[src/rtl/b_resp_router_pkg.sv]
//------------------------------------------------------------------------------
// b_resp_router_pkg
//   Shared AXI widths, response encodings, routing targets and the address
//   map used by the B-response router and its tag FIFO.
// Revision: 1.0 - initial release
//------------------------------------------------------------------------------
`default_nettype none

package b_resp_router_pkg;

    localparam int AXI_ID_BITS   = 4;
    localparam int AXI_IDS_BITS  = 8;
    localparam int AXI_ADDR_BITS = 32;

    localparam logic [1:0] RESP_OKAY   = 2'b00;
    localparam logic [1:0] RESP_DECERR = 2'b11;

    typedef enum logic [1:0] {
        TGT_S0  = 2'd0,
        TGT_S1  = 2'd1,
        TGT_DEF = 2'd2
    } tgt_e;

    localparam logic [AXI_ADDR_BITS-1:0] S0_BASE = 32'h0000_0000;
    localparam logic [AXI_ADDR_BITS-1:0] S0_LAST = 32'h0000_FFFF;
    localparam logic [AXI_ADDR_BITS-1:0] S1_BASE = 32'h0001_0000;
    localparam logic [AXI_ADDR_BITS-1:0] S1_LAST = 32'h0001_FFFF;

    // S0 starts at address zero, so only its upper bound needs comparing.
    function automatic tgt_e decode_target(input logic [AXI_ADDR_BITS-1:0] addr);
        tgt_e tgt;
        if (addr <= S0_LAST) begin
            tgt = TGT_S0;
        end else if ((addr >= S1_BASE) && (addr <= S1_LAST)) begin
            tgt = TGT_S1;
        end else begin
            tgt = TGT_DEF;
        end
        return tgt;
    endfunction

endpackage

`default_nettype wire

[src/rtl/b_resp_router_if.sv]
//------------------------------------------------------------------------------
// b_resp_router_if
//   Bundles the observed master AW/W channels, the two slave B channels, the
//   master B channel and the router status outputs.
//   modport slave  : the router's view (observes AW/W, owns B routing)
//   modport master : the surrounding interconnect / environment view
// Revision: 1.0 - initial release
//------------------------------------------------------------------------------
`default_nettype none

interface b_resp_router_if;
    import b_resp_router_pkg::*;

    // observed master AW channel
    logic [AXI_ID_BITS-1:0]   AWID_M;
    logic [AXI_ADDR_BITS-1:0] AWADDR_M;
    logic                     AWVALID_M;
    logic                     AWREADY_M;
    // observed master W channel
    logic                     WVALID_M;
    logic                     WREADY_M;
    logic                     WLAST_M;
    // tracker / W routing status
    logic                     TRK_FULL;
    logic [1:0]               W_SEL;
    logic                     W_SEL_VLD;
    logic                     WREADY_DEF;
    // slave B channels
    logic [AXI_IDS_BITS-1:0]  BID_S0;
    logic [1:0]               BRESP_S0;
    logic                     BVALID_S0;
    logic                     BREADY_S0;
    logic [AXI_IDS_BITS-1:0]  BID_S1;
    logic [1:0]               BRESP_S1;
    logic                     BVALID_S1;
    logic                     BREADY_S1;
    // master B channel
    logic [AXI_ID_BITS-1:0]   BID_M;
    logic [1:0]               BRESP_M;
    logic                     BVALID_M;
    logic                     BREADY_M;
    // sticky slave ID mismatch
    logic                     ID_ERR;

    modport slave (
        input  AWID_M, AWADDR_M, AWVALID_M, AWREADY_M,
        input  WVALID_M, WREADY_M, WLAST_M,
        output TRK_FULL, W_SEL, W_SEL_VLD, WREADY_DEF,
        input  BID_S0, BRESP_S0, BVALID_S0,
        output BREADY_S0,
        input  BID_S1, BRESP_S1, BVALID_S1,
        output BREADY_S1,
        output BID_M, BRESP_M, BVALID_M,
        input  BREADY_M,
        output ID_ERR
    );

    modport master (
        output AWID_M, AWADDR_M, AWVALID_M, AWREADY_M,
        output WVALID_M, WREADY_M, WLAST_M,
        input  TRK_FULL, W_SEL, W_SEL_VLD, WREADY_DEF,
        output BID_S0, BRESP_S0, BVALID_S0,
        input  BREADY_S0,
        output BID_S1, BRESP_S1, BVALID_S1,
        input  BREADY_S1,
        input  BID_M, BRESP_M, BVALID_M,
        output BREADY_M,
        input  ID_ERR
    );

endinterface

`default_nettype wire

[src/rtl/b_resp_router_tag_fifo.sv]
//------------------------------------------------------------------------------
// b_tag_fifo
//   Outstanding-write tracker. Each entry holds {target, AWID}. Three
//   pointers walk the same storage: wr (next free slot), w (oldest write
//   still waiting for WLAST) and rd (oldest write waiting for its B
//   response). rd <= w <= wr always holds.
//   Ports:
//     clk, rst_n            clock, asynchronous active-low reset
//     i_push/_tgt/_id       AW handshake: write a new entry (ignored if full)
//     i_w_adv               WLAST handshake: retire the entry at w
//     i_pop                 B handshake: retire the entry at rd
//     o_full, o_empty       occupancy DEPTH / zero
//     o_w_vld, o_w_tgt      an entry awaits WLAST, and its target
//     o_head_tgt/_id        entry at rd
//     o_head_w_done         the head entry has already seen its WLAST
// Revision: 1.0 - initial release
//------------------------------------------------------------------------------
`default_nettype none

module b_tag_fifo
    import b_resp_router_pkg::*;
#(
    parameter int DEPTH = 4   // power of two, >= 2
) (
    input  wire logic                   clk,
    input  wire logic                   rst_n,
    input  wire logic                   i_push,
    input  wire tgt_e                   i_push_tgt,
    input  wire logic [AXI_ID_BITS-1:0] i_push_id,
    input  wire logic                   i_w_adv,
    input  wire logic                   i_pop,
    output logic                        o_full,
    output logic                        o_empty,
    output logic                        o_w_vld,
    output tgt_e                        o_w_tgt,
    output tgt_e                        o_head_tgt,
    output logic [AXI_ID_BITS-1:0]      o_head_id,
    output logic                        o_head_w_done
);

    localparam int c_IDX_W = $clog2(DEPTH);
    localparam int c_PTR_W = c_IDX_W + 1;
    localparam logic [c_PTR_W-1:0] c_DEPTH = c_PTR_W'(DEPTH);

    // The extra MSB on each pointer distinguishes full from empty.
    logic [c_PTR_W-1:0]     r_wr_ptr;
    logic [c_PTR_W-1:0]     r_w_ptr;
    logic [c_PTR_W-1:0]     r_rd_ptr;
    tgt_e                   r_tgt_mem [DEPTH];
    logic [AXI_ID_BITS-1:0] r_id_mem  [DEPTH];

    logic [c_PTR_W-1:0]     w_occ;
    logic                   w_push_ok;
    logic                   w_w_adv_ok;
    logic                   w_pop_ok;

    assign w_occ         = r_wr_ptr - r_rd_ptr;
    assign o_full        = (w_occ == c_DEPTH);
    assign o_empty       = (r_rd_ptr == r_wr_ptr);
    assign o_w_vld       = (r_w_ptr != r_wr_ptr);
    assign o_head_w_done = (r_rd_ptr != r_w_ptr);

    // Full is evaluated on the registered pointers, so a push in the cycle
    // after a pop from full is accepted.
    assign w_push_ok  = i_push && !o_full;
    assign w_w_adv_ok = i_w_adv && o_w_vld;
    assign w_pop_ok   = i_pop && !o_empty;

    assign o_w_tgt    = r_tgt_mem[r_w_ptr[c_IDX_W-1:0]];
    assign o_head_tgt = r_tgt_mem[r_rd_ptr[c_IDX_W-1:0]];
    assign o_head_id  = r_id_mem[r_rd_ptr[c_IDX_W-1:0]];

    always_ff @(posedge clk or negedge rst_n) begin
        if (!rst_n) begin
            r_wr_ptr <= '0;
            r_w_ptr  <= '0;
            r_rd_ptr <= '0;
        end else begin
            if (w_push_ok) begin
                r_wr_ptr <= r_wr_ptr + 1'b1;
            end
            if (w_w_adv_ok) begin
                r_w_ptr <= r_w_ptr + 1'b1;
            end
            if (w_pop_ok) begin
                r_rd_ptr <= r_rd_ptr + 1'b1;
            end
        end
    end

    // Storage content is only ever observed through valid pointers, so it
    // carries no reset.
    always_ff @(posedge clk) begin
        if (w_push_ok) begin
            r_tgt_mem[r_wr_ptr[c_IDX_W-1:0]] <= i_push_tgt;
            r_id_mem[r_wr_ptr[c_IDX_W-1:0]]  <= i_push_id;
        end
    end

endmodule

`default_nettype wire

[src/rtl/b_resp_router.sv]
//------------------------------------------------------------------------------
// b_resp_router
//   Tracks outstanding AXI writes by observing the master AW/W channels,
//   steers W to the default slave, and returns B responses to the master in
//   AW order. S0/S1 responses pass through combinationally; writes to
//   unmapped addresses are answered locally with DECERR once their WLAST
//   has been seen.
//   Ports:
//     ACLK, ARESETn   clock, asynchronous active-low reset
//     bus (slave)     AW/W observation, W routing status, slave and master
//                     B channels, sticky ID_ERR
// Revision: 1.0 - initial release
//------------------------------------------------------------------------------
`default_nettype none

module b_resp_router
    import b_resp_router_pkg::*;
#(
    parameter int DEPTH = 4
) (
    input  wire logic     ACLK,
    input  wire logic     ARESETn,
    b_resp_router_if.slave bus
);

    logic                   w_aw_hs;
    logic                   w_wlast_hs;
    logic                   w_b_hs;
    tgt_e                   w_aw_tgt;
    logic                   w_full;
    logic                   w_empty;
    logic                   w_w_vld;
    tgt_e                   w_w_tgt;
    tgt_e                   w_head_tgt;
    logic [AXI_ID_BITS-1:0] w_head_id;
    logic                   w_head_w_done;
    logic                   w_s0_hs;
    logic                   w_s1_hs;
    logic                   w_id_mismatch;
    logic                   r_id_err;
    logic                   w_unused;

    assign w_aw_hs    = bus.AWVALID_M && bus.AWREADY_M;
    assign w_wlast_hs = bus.WVALID_M && bus.WREADY_M && bus.WLAST_M;
    assign w_aw_tgt   = decode_target(bus.AWADDR_M);

    b_tag_fifo #(
        .DEPTH (DEPTH)
    ) u_tag_fifo (
        .clk           (ACLK),
        .rst_n         (ARESETn),
        .i_push        (w_aw_hs),
        .i_push_tgt    (w_aw_tgt),
        .i_push_id     (bus.AWID_M),
        .i_w_adv       (w_wlast_hs),
        .i_pop         (w_b_hs),
        .o_full        (w_full),
        .o_empty       (w_empty),
        .o_w_vld       (w_w_vld),
        .o_w_tgt       (w_w_tgt),
        .o_head_tgt    (w_head_tgt),
        .o_head_id     (w_head_id),
        .o_head_w_done (w_head_w_done)
    );

    // W routing status; W_SEL is forced to 0 when nothing is pending so the
    // unreset storage never leaks out.
    assign bus.TRK_FULL   = w_full;
    assign bus.W_SEL_VLD  = w_w_vld;
    assign bus.W_SEL      = w_w_vld ? w_w_tgt : TGT_S0;
    assign bus.WREADY_DEF = w_w_vld && (w_w_tgt == TGT_DEF);

    // B routing follows the head entry only; a non-head slave sees
    // BREADY=0 and so cannot complete a handshake.
    always_comb begin
        bus.BVALID_M  = 1'b0;
        bus.BRESP_M   = RESP_OKAY;
        bus.BID_M     = '0;
        bus.BREADY_S0 = 1'b0;
        bus.BREADY_S1 = 1'b0;
        if (!w_empty) begin
            case (w_head_tgt)
                TGT_S0: begin
                    bus.BVALID_M  = bus.BVALID_S0;
                    bus.BRESP_M   = bus.BRESP_S0;
                    bus.BID_M     = bus.BID_S0[AXI_ID_BITS-1:0];
                    bus.BREADY_S0 = bus.BREADY_M;
                end
                TGT_S1: begin
                    bus.BVALID_M  = bus.BVALID_S1;
                    bus.BRESP_M   = bus.BRESP_S1;
                    bus.BID_M     = bus.BID_S1[AXI_ID_BITS-1:0];
                    bus.BREADY_S1 = bus.BREADY_M;
                end
                default: begin
                    // Local DECERR, held off until the write data is done.
                    bus.BVALID_M  = w_head_w_done;
                    bus.BRESP_M   = RESP_DECERR;
                    bus.BID_M     = w_head_id;
                end
            endcase
        end
    end

    assign w_b_hs  = bus.BVALID_M && bus.BREADY_M;
    assign w_s0_hs = bus.BVALID_S0 && bus.BREADY_S0;
    assign w_s1_hs = bus.BVALID_S1 && bus.BREADY_S1;

    assign w_id_mismatch =
        (w_s0_hs && (bus.BID_S0[AXI_ID_BITS-1:0] != w_head_id)) ||
        (w_s1_hs && (bus.BID_S1[AXI_ID_BITS-1:0] != w_head_id));

    always_ff @(posedge ACLK or negedge ARESETn) begin
        if (!ARESETn) begin
            r_id_err <= 1'b0;
        end else if (w_id_mismatch) begin
            r_id_err <= 1'b1;
        end
    end

    assign bus.ID_ERR = r_id_err;

    // Upper slave ID bits carry the interconnect's port tag and are not used.
    assign w_unused = ^{bus.BID_S0[AXI_IDS_BITS-1:AXI_ID_BITS],
                        bus.BID_S1[AXI_IDS_BITS-1:AXI_ID_BITS]};

endmodule

`default_nettype wire

[src/flat_wrapper.sv]
// flat-port wrapper written by rule: the top's interface ports become plain ports
module b_resp_router_flat import b_resp_router_pkg::*;
#(
    parameter int DEPTH = 4
)
  (ACLK, ARESETn, bus_AWID_M, bus_AWADDR_M, bus_AWVALID_M, bus_AWREADY_M, bus_WVALID_M, bus_WREADY_M, bus_WLAST_M, bus_TRK_FULL, bus_W_SEL, bus_W_SEL_VLD, bus_WREADY_DEF, bus_BID_S0, bus_BRESP_S0, bus_BVALID_S0, bus_BREADY_S0, bus_BID_S1, bus_BRESP_S1, bus_BVALID_S1, bus_BREADY_S1, bus_BID_M, bus_BRESP_M, bus_BVALID_M, bus_BREADY_M, bus_ID_ERR);
  b_resp_router_if bus_i ();
  input  wire logic ACLK;
  input  wire logic ARESETn;
  input wire logic [$bits(bus_i.AWID_M)-1:0] bus_AWID_M;
  input wire logic [$bits(bus_i.AWADDR_M)-1:0] bus_AWADDR_M;
  input wire logic [$bits(bus_i.AWVALID_M)-1:0] bus_AWVALID_M;
  input wire logic [$bits(bus_i.AWREADY_M)-1:0] bus_AWREADY_M;
  input wire logic [$bits(bus_i.WVALID_M)-1:0] bus_WVALID_M;
  input wire logic [$bits(bus_i.WREADY_M)-1:0] bus_WREADY_M;
  input wire logic [$bits(bus_i.WLAST_M)-1:0] bus_WLAST_M;
  output wire logic [$bits(bus_i.TRK_FULL)-1:0] bus_TRK_FULL;
  output wire logic [$bits(bus_i.W_SEL)-1:0] bus_W_SEL;
  output wire logic [$bits(bus_i.W_SEL_VLD)-1:0] bus_W_SEL_VLD;
  output wire logic [$bits(bus_i.WREADY_DEF)-1:0] bus_WREADY_DEF;
  input wire logic [$bits(bus_i.BID_S0)-1:0] bus_BID_S0;
  input wire logic [$bits(bus_i.BRESP_S0)-1:0] bus_BRESP_S0;
  input wire logic [$bits(bus_i.BVALID_S0)-1:0] bus_BVALID_S0;
  output wire logic [$bits(bus_i.BREADY_S0)-1:0] bus_BREADY_S0;
  input wire logic [$bits(bus_i.BID_S1)-1:0] bus_BID_S1;
  input wire logic [$bits(bus_i.BRESP_S1)-1:0] bus_BRESP_S1;
  input wire logic [$bits(bus_i.BVALID_S1)-1:0] bus_BVALID_S1;
  output wire logic [$bits(bus_i.BREADY_S1)-1:0] bus_BREADY_S1;
  output wire logic [$bits(bus_i.BID_M)-1:0] bus_BID_M;
  output wire logic [$bits(bus_i.BRESP_M)-1:0] bus_BRESP_M;
  output wire logic [$bits(bus_i.BVALID_M)-1:0] bus_BVALID_M;
  input wire logic [$bits(bus_i.BREADY_M)-1:0] bus_BREADY_M;
  output wire logic [$bits(bus_i.ID_ERR)-1:0] bus_ID_ERR;
  assign bus_i.AWID_M = bus_AWID_M;
  assign bus_i.AWADDR_M = bus_AWADDR_M;
  assign bus_i.AWVALID_M = bus_AWVALID_M;
  assign bus_i.AWREADY_M = bus_AWREADY_M;
  assign bus_i.WVALID_M = bus_WVALID_M;
  assign bus_i.WREADY_M = bus_WREADY_M;
  assign bus_i.WLAST_M = bus_WLAST_M;
  assign bus_TRK_FULL = bus_i.TRK_FULL;
  assign bus_W_SEL = bus_i.W_SEL;
  assign bus_W_SEL_VLD = bus_i.W_SEL_VLD;
  assign bus_WREADY_DEF = bus_i.WREADY_DEF;
  assign bus_i.BID_S0 = bus_BID_S0;
  assign bus_i.BRESP_S0 = bus_BRESP_S0;
  assign bus_i.BVALID_S0 = bus_BVALID_S0;
  assign bus_BREADY_S0 = bus_i.BREADY_S0;
  assign bus_i.BID_S1 = bus_BID_S1;
  assign bus_i.BRESP_S1 = bus_BRESP_S1;
  assign bus_i.BVALID_S1 = bus_BVALID_S1;
  assign bus_BREADY_S1 = bus_i.BREADY_S1;
  assign bus_BID_M = bus_i.BID_M;
  assign bus_BRESP_M = bus_i.BRESP_M;
  assign bus_BVALID_M = bus_i.BVALID_M;
  assign bus_i.BREADY_M = bus_BREADY_M;
  assign bus_ID_ERR = bus_i.ID_ERR;
  b_resp_router #(.DEPTH(DEPTH)) u_core (.ACLK(ACLK), .ARESETn(ARESETn), .bus(bus_i));
endmodule
[config.mk]
export PLATFORM = sky130hd
export DESIGN_NAME = b_resp_router_flat
export DESIGN_NICKNAME = d
export VERILOG_FILES = /design/src/rtl/b_resp_router_pkg.sv /design/src/rtl/b_resp_router_if.sv /design/src/rtl/b_resp_router_tag_fifo.sv /design/src/rtl/b_resp_router.sv /design/src/flat_wrapper.sv
export SDC_FILE = /design/constraint.sdc
export NUM_CORES = 1
export LEC_CHECK = 0
export ABC_CLOCK_PERIOD_IN_PS = 3400
export BUFFER_PORTS_ARGS = -buffer_cell sky130_fd_sc_hd__buf_2
export CAP_MARGIN = 10
export CORE_ASPECT_RATIO = 0.75
export CORE_MARGIN = 2
export CORE_UTILIZATION = 45
export CTS_BUF_LIST = sky130_fd_sc_hd__clkbuf_8
export CTS_CLUSTER_SIZE = 24
export DETAILED_ROUTE_END_ITERATION = 10
export PLACE_DENSITY = 0.87
export REMOVE_ABC_BUFFERS = 1
export SYNTH_ARGS = -nofsm -noshare
export SYNTH_HDL_FRONTEND = slang
export SYNTH_SLANG_ARGS = --single-unit
[constraint.sdc]
create_clock -name ACLK -period 3.4 [get_ports ACLK]
set_input_delay 0.68 -clock ACLK [delete_from_list [all_inputs] [get_ports ACLK]]
set_output_delay 0.68 -clock ACLK [all_outputs]
set_load 0.1 [all_outputs]
Word-level counts from Yosys, hierarchy flattened --
Memory sizes are Yosys's and may differ from the RTL's. Index checks and enable logic that the tools add are counted. Widths: inputs -> output; s select.
Cells by class: reduce and logical (&&, ||, !) cells 17, $add $sub $neg 4, magnitude comparators 3, multiplexer cells 15, eq/ne operators 8
Operator list (number):
- $ge 32x17->1 const B | 1
- $le 32x16->1 const B | 1
- $le 32x17->1 const B | 1
- $logic_and 1x1->1 | 13
- $add 3x1->3 const B | 3
- $mux 2 | 4
- $ne 4x4->1 | 2
- $pmux 4 s2 | 1
- $mux 1 | 7
- $ne 3x3->1 | 2
- $mux 4 | 1
- $pmux 2 s2 | 1
- $eq 3x3->1 | 1
- $eq 3x3->1 const B | 1
- $sub 3x3->3 | 1
- $eq 2x1->1 const B | 1
- $eq 2x2->1 const B | 1
- $logic_not 1->1 | 2
- $logic_not 2->1 | 1
- $pmux 1 s2 | 1
- $logic_or 1x1->1 | 1
Storage, ports and cells: input port bits 66, register bits 10, bits in writable memories 24, memories 2, output and inout port bits 15
Memory list:
- u_core.u_tag_fifo.r_id_mem | depth 4, bits a word 4, rd ports 1, clocked after memory_dff 0, wr ports 1, RTL line b_resp_router_tag_fifo.sv:50 | logic [AXI_ID_BITS-1:0] r_id_mem [DEPTH];
- u_core.u_tag_fifo.r_tgt_mem | depth 4, bits a word 2, rd ports 2, clocked after memory_dff 0, wr ports 1, RTL line b_resp_router_tag_fifo.sv:49 | tgt_e r_tgt_mem [DEPTH];

Logic depth before layout (Yosys ltp) --
An unclocked memory read counts as a cell.
word-level depth 7, depth in mapped cells 7, gate-level depth less buffers 6

Hierarchy --
A second synthesis with hierarchy kept.
Unflattened totals: cell total of the unflattened synthesis 145, area, all modules 1915.6 µm²
By module, submodules not included:
- b_tag_fifo | times used 1, area an instance 1508.9 µm², cells each 88
- b_resp_router | times used 1, area an instance 406.6 µm², cells each 57

Worst setup path before layout --
Ideal clock, no wire load.
kind flip-flop to output port, start reg u_core.u_tag_fifo.r_w_ptr[0], end out bus_WREADY_DEF, buffers on the path 1, arrival 3797 ps, required time 2720 ps, path slack -1077 ps, cell stages (with the launch flop) 6, cell sequence dfrtp_1 > clkbuf_1 > xnor2_1 > nand3_1 > and2_1 > nor2b_1
On the way: elaborated cells on any way between the ends 4, those cells by class 2 x eq/ne; 1 x reduce/logical; 1 x memory
RTL lines:
- start, declared | RTL line b_resp_router_tag_fifo.sv:47 | logic [c_PTR_W-1:0] r_w_ptr;
- start signal, assigned | RTL line b_resp_router_tag_fifo.sv:83 | r_w_ptr <= r_w_ptr + 1'b1;
- $ne 3x3->1 | RTL line b_resp_router_tag_fifo.sv:60 | assign o_w_vld = (r_w_ptr != r_wr_ptr);
- net bus_W_SEL_VLD | RTL line flat_wrapper.sv:19 | output wire logic [$bits(bus_i.W_SEL_VLD)-1:0] bus_W_SEL_VLD;
- $logic_and 1x1->1 | RTL line b_resp_router.sv:71 | assign bus.WREADY_DEF = w_w_vld && (w_w_tgt == TGT_DEF);
- end, declared | RTL line flat_wrapper.sv:20 | output wire logic [$bits(bus_i.WREADY_DEF)-1:0] bus_WREADY_DEF;
The timed path passes the listed nets, and every way through them passes these cells.

Worst setup path in the final report --
start reg u_core.u_tag_fifo.r_rd_ptr[0], end out bus_BVALID_M
On the way: longest elaborated chain between the ends 4, elaborated cells on any way between the ends 7, those cells by class 3 x eq/ne; 2 x mux; 1 x reduce/logical; 1 x memory
RTL lines:
- start, declared | RTL line b_resp_router_tag_fifo.sv:48 | logic [c_PTR_W-1:0] r_rd_ptr;
- start signal, assigned | RTL line b_resp_router_tag_fifo.sv:86 | r_rd_ptr <= r_rd_ptr + 1'b1;
- $mem_v2 4x2
- $eq 2x1->1 / $logic_not 2->1 (equally long branches) | RTL line b_resp_router.sv:82 | case (w_head_tgt)
- $pmux 1 s2 | RTL line b_resp_router.sv:82
- $mux 1 * | RTL line b_resp_router.sv:81 | if (!w_empty) begin
- end, declared | RTL line flat_wrapper.sv:31 | output wire logic [$bits(bus_i.BVALID_M)-1:0] bus_BVALID_M;
Mark *: on every way between the ends. The rest lies on a longest branch, timed or not.

==> results.cfg <==
[synthesis]
ys_seq_area_share_pct = 49.3
yosysUniqueCellTypes = 35
synth_area_um2 = 1970
yosys.area.top_type = edfxtp_1
ys_warn_count = 0
netlist.area_leader.share_pct = 36.6
avgSynthCellArea_um2 = 13.7
synthTopCellsByArea = edfxtp_1 (37%), dfrtp_1 (13%), mux4_2 (9.2%)
synth_cells = 144
synth-seq-cells = 34

[die]
die-area_um2 = 4920
num_io_pins = 81
start_util_pct = 47.7
die_x_um = 80.4
die_y_um = 61.3
core_area_um2 = 4130
rows = 20

[sta]
rsz0062_at_grt = false
setup_viol = 0
max_freq_ghz = 0.316
drv_slew = 0
slew_headroom_pct = 67.2
finalCriticalPeriod_ns = 3.17
finalHoldViolCount = 0
tns_ns = 0
finClkSkew_ns = 0.00231
min_period_over_period_pct = 93.1
worstMarginPinSlew_ns = 0.490

[clock_network]
path_clk_slew_ns = 0.07
clk_latency_ns = 0.29
clkSinkCount = 34
cts_root_buf = clkbuf_8
hold_buffers = 0
clockBufferDepth = 2
cts_tree = built
ctsResizeCount = 0
post_cts_buffers = 0
cts-buffers-inserted = 5
htreeDepth = 2

[outcome]
status = completed

[critical_path]
slowest_delay_ns = 0.73
required_ns = 2.72
ff2ff_setup_slack_ns = 1.11
crit_path_top_delay_cell = mux4_2
crit_start = u_core.u_tag_fifo.r_rd_ptr[0]
cp-endpoint = bus_BVALID_M
r2r_end = u_core.u_tag_fifo.r_rd_ptr[1]
path_class = flip-flop to output port
path_cells = mux4_2 > mux2i_4 > a211oi_1 > buf_2
reg2reg_depth = 4
cp_max_fo = 9
arrival_ns = 2.49
cp-start-kind = flip-flop
worstSetupEndpointType = output port
r2r-start = u_core.u_tag_fifo.r_rd_ptr[0]

[detailed_routing]
drc_errors = 0
dr_total_vias = 1372
drt-total-wl_mm = 3.79
wl_per_cell_um = 14.6
ant_nets = 0
first_pass_iters = 4
drtIter0Drc = 27
via_per_inst = 5.28

[cells_and_area]
drive_gt1_share_pct = 40.5
layout_commonest_cell = buf_2
area_delta_synth_final_pct = 20.9
n_antenna_cell = 0
mostFrequentLayoutCells = buf_2 (56), edfxtp_1 (24), xnor2_1 (20)
final_nets = 278

[worst_hold_path]
hold_class = input port to async pin

[grt]
grt_start_max_net_pins = 12
grt_pass1_wl_mm = 6.01
grt.overflow.total = 0
grtUsageTotal_pct = 17.0
antenna_found_initial = 0
grt_pass1_vias = 1311

[placed_design]
gp_congestion = 0.751
hpwl_mm = 3.02
io_buffers = 56

[job]
cap_viol_max_count = 0
## critical path: cells and delay by family, from the launching register on
kind	cells	cell delay, ns
AOI/OAI and AO/OA	1	0.22
DFF	1	0.51
muxes	2	1.00
buffers and inverters	1	0.46
## cell families after synthesis
logic type	synth area share, %
AO/OA/AOI/OAI	7.18
XOR/XNOR	10.2
adder cells (fa/ha/maj)	5.09
buffers and inverters	3.31
flip-flops	49.3
multiplexers	15.4
AND/OR/NAND/NOR	9.41
## metal layers
layer	GRT usage (%)	vias up	routed length [µm]
li1	-	659	-
met1	21.4	655	1620
met2	28.3	52	1830
met3	4.69	6	272
met4	7.26	0	72
met5	0	-	0
## worst min-delay path by stage
stage                                 start                             to  slack (ns)  cells past startpoint
after floorplan                     ARESETn              u_core.bus.ID_ERR        0.38                      0
final                               ARESETn  u_core.u_tag_fifo.r_wr_ptr[1]        0.24                      1
after CTS                           ARESETn  u_core.u_tag_fifo.r_wr_ptr[2]        0.24                      1
after global placement    u_core.bus.ID_ERR              u_core.bus.ID_ERR        0.47                      1
after global routing                ARESETn  u_core.u_tag_fifo.r_wr_ptr[0]        0.25                      1
after detailed placement  u_core.bus.ID_ERR              u_core.bus.ID_ERR        0.47                      1
## flip-flops by register name, indices dropped and copies added, names as in the netlist
signal and cells:
u_core.u_tag_fifo.r_rd_ptr 3, u_core.u_tag_fifo.r_id_mem 16, u_core.u_tag_fifo.r_w_ptr 3, u_core.bus.ID_ERR 1
u_core.u_tag_fifo.r_wr_ptr 3, u_core.u_tag_fifo.r_tgt_mem 8
## synth_stat cells (all sizes together)
| master | instances |
|---|---|
| mux2 | 6 |
| a211oi | 3 |
| nand3 | 2 |
| a221o | 1 |
| nor2 | 4 |
| inv | 9 |
| nand2 | 8 |
| edfxtp | 24 |
| nor4b | 1 |
| dfrtp | 10 |
| buf | 3 |
| nor3 | 2 |
| mux2i | 4 |
| xnor2 | 20 |
| mux4 | 8 |
| a21oi | 5 |
| nor2b | 2 |
| nand4 | 3 |
| and4 | 1 |
| clkbuf | 1 |
| o2111ai | 1 |
| ha | 8 |
| nor4 | 3 |
| o21ai | 1 |
| xor2 | 3 |
| and3 | 1 |
| o211a | 1 |
| and2 | 7 |
| a2111oi | 2 |
## stage by stage
| stage | cells | instance area [µm²] | utilization, % | hold WS (ns) | setup slack (ns) |
|---|---|---|---|---|---|
| floorplan | 140 | 1940 | - | 0.384 | -1.13 |
| global placement | 252 | 2290 | 55.5 | 0.474 | 0.530 |
| detailed placement | 252 | 2290 | 55.5 | 0.471 | 0.535 |
| CTS | 260 | 2380 | 57.6 | 0.238 | 0.211 |
| global route | 260 | 2380 | 57.6 | 0.249 | 0.113 |
| finish | 260 | 2380 | 57.6 | 0.238 | 0.234 |
## layout make-up
| cell class | instances | area, µm² |
|---|---|---|
| Inverter | 9 | 33.8 |
| Multi-Input combinational cell | 97 | 932 |
| Sequential cell | 34 | 971 |
| Fill cell | 340 | 1750 |
| Clock buffer | 5 | 68.8 |
| Timing Repair Buffer | 57 | 288 |
| Tap cell | 55 | 68.8 |
| Clock inverter | 3 | 16.3 |
Power is left out: the tool's default activity adds up to more than one toggle a clock period on the data nets, which glitch-free logic cannot reach.
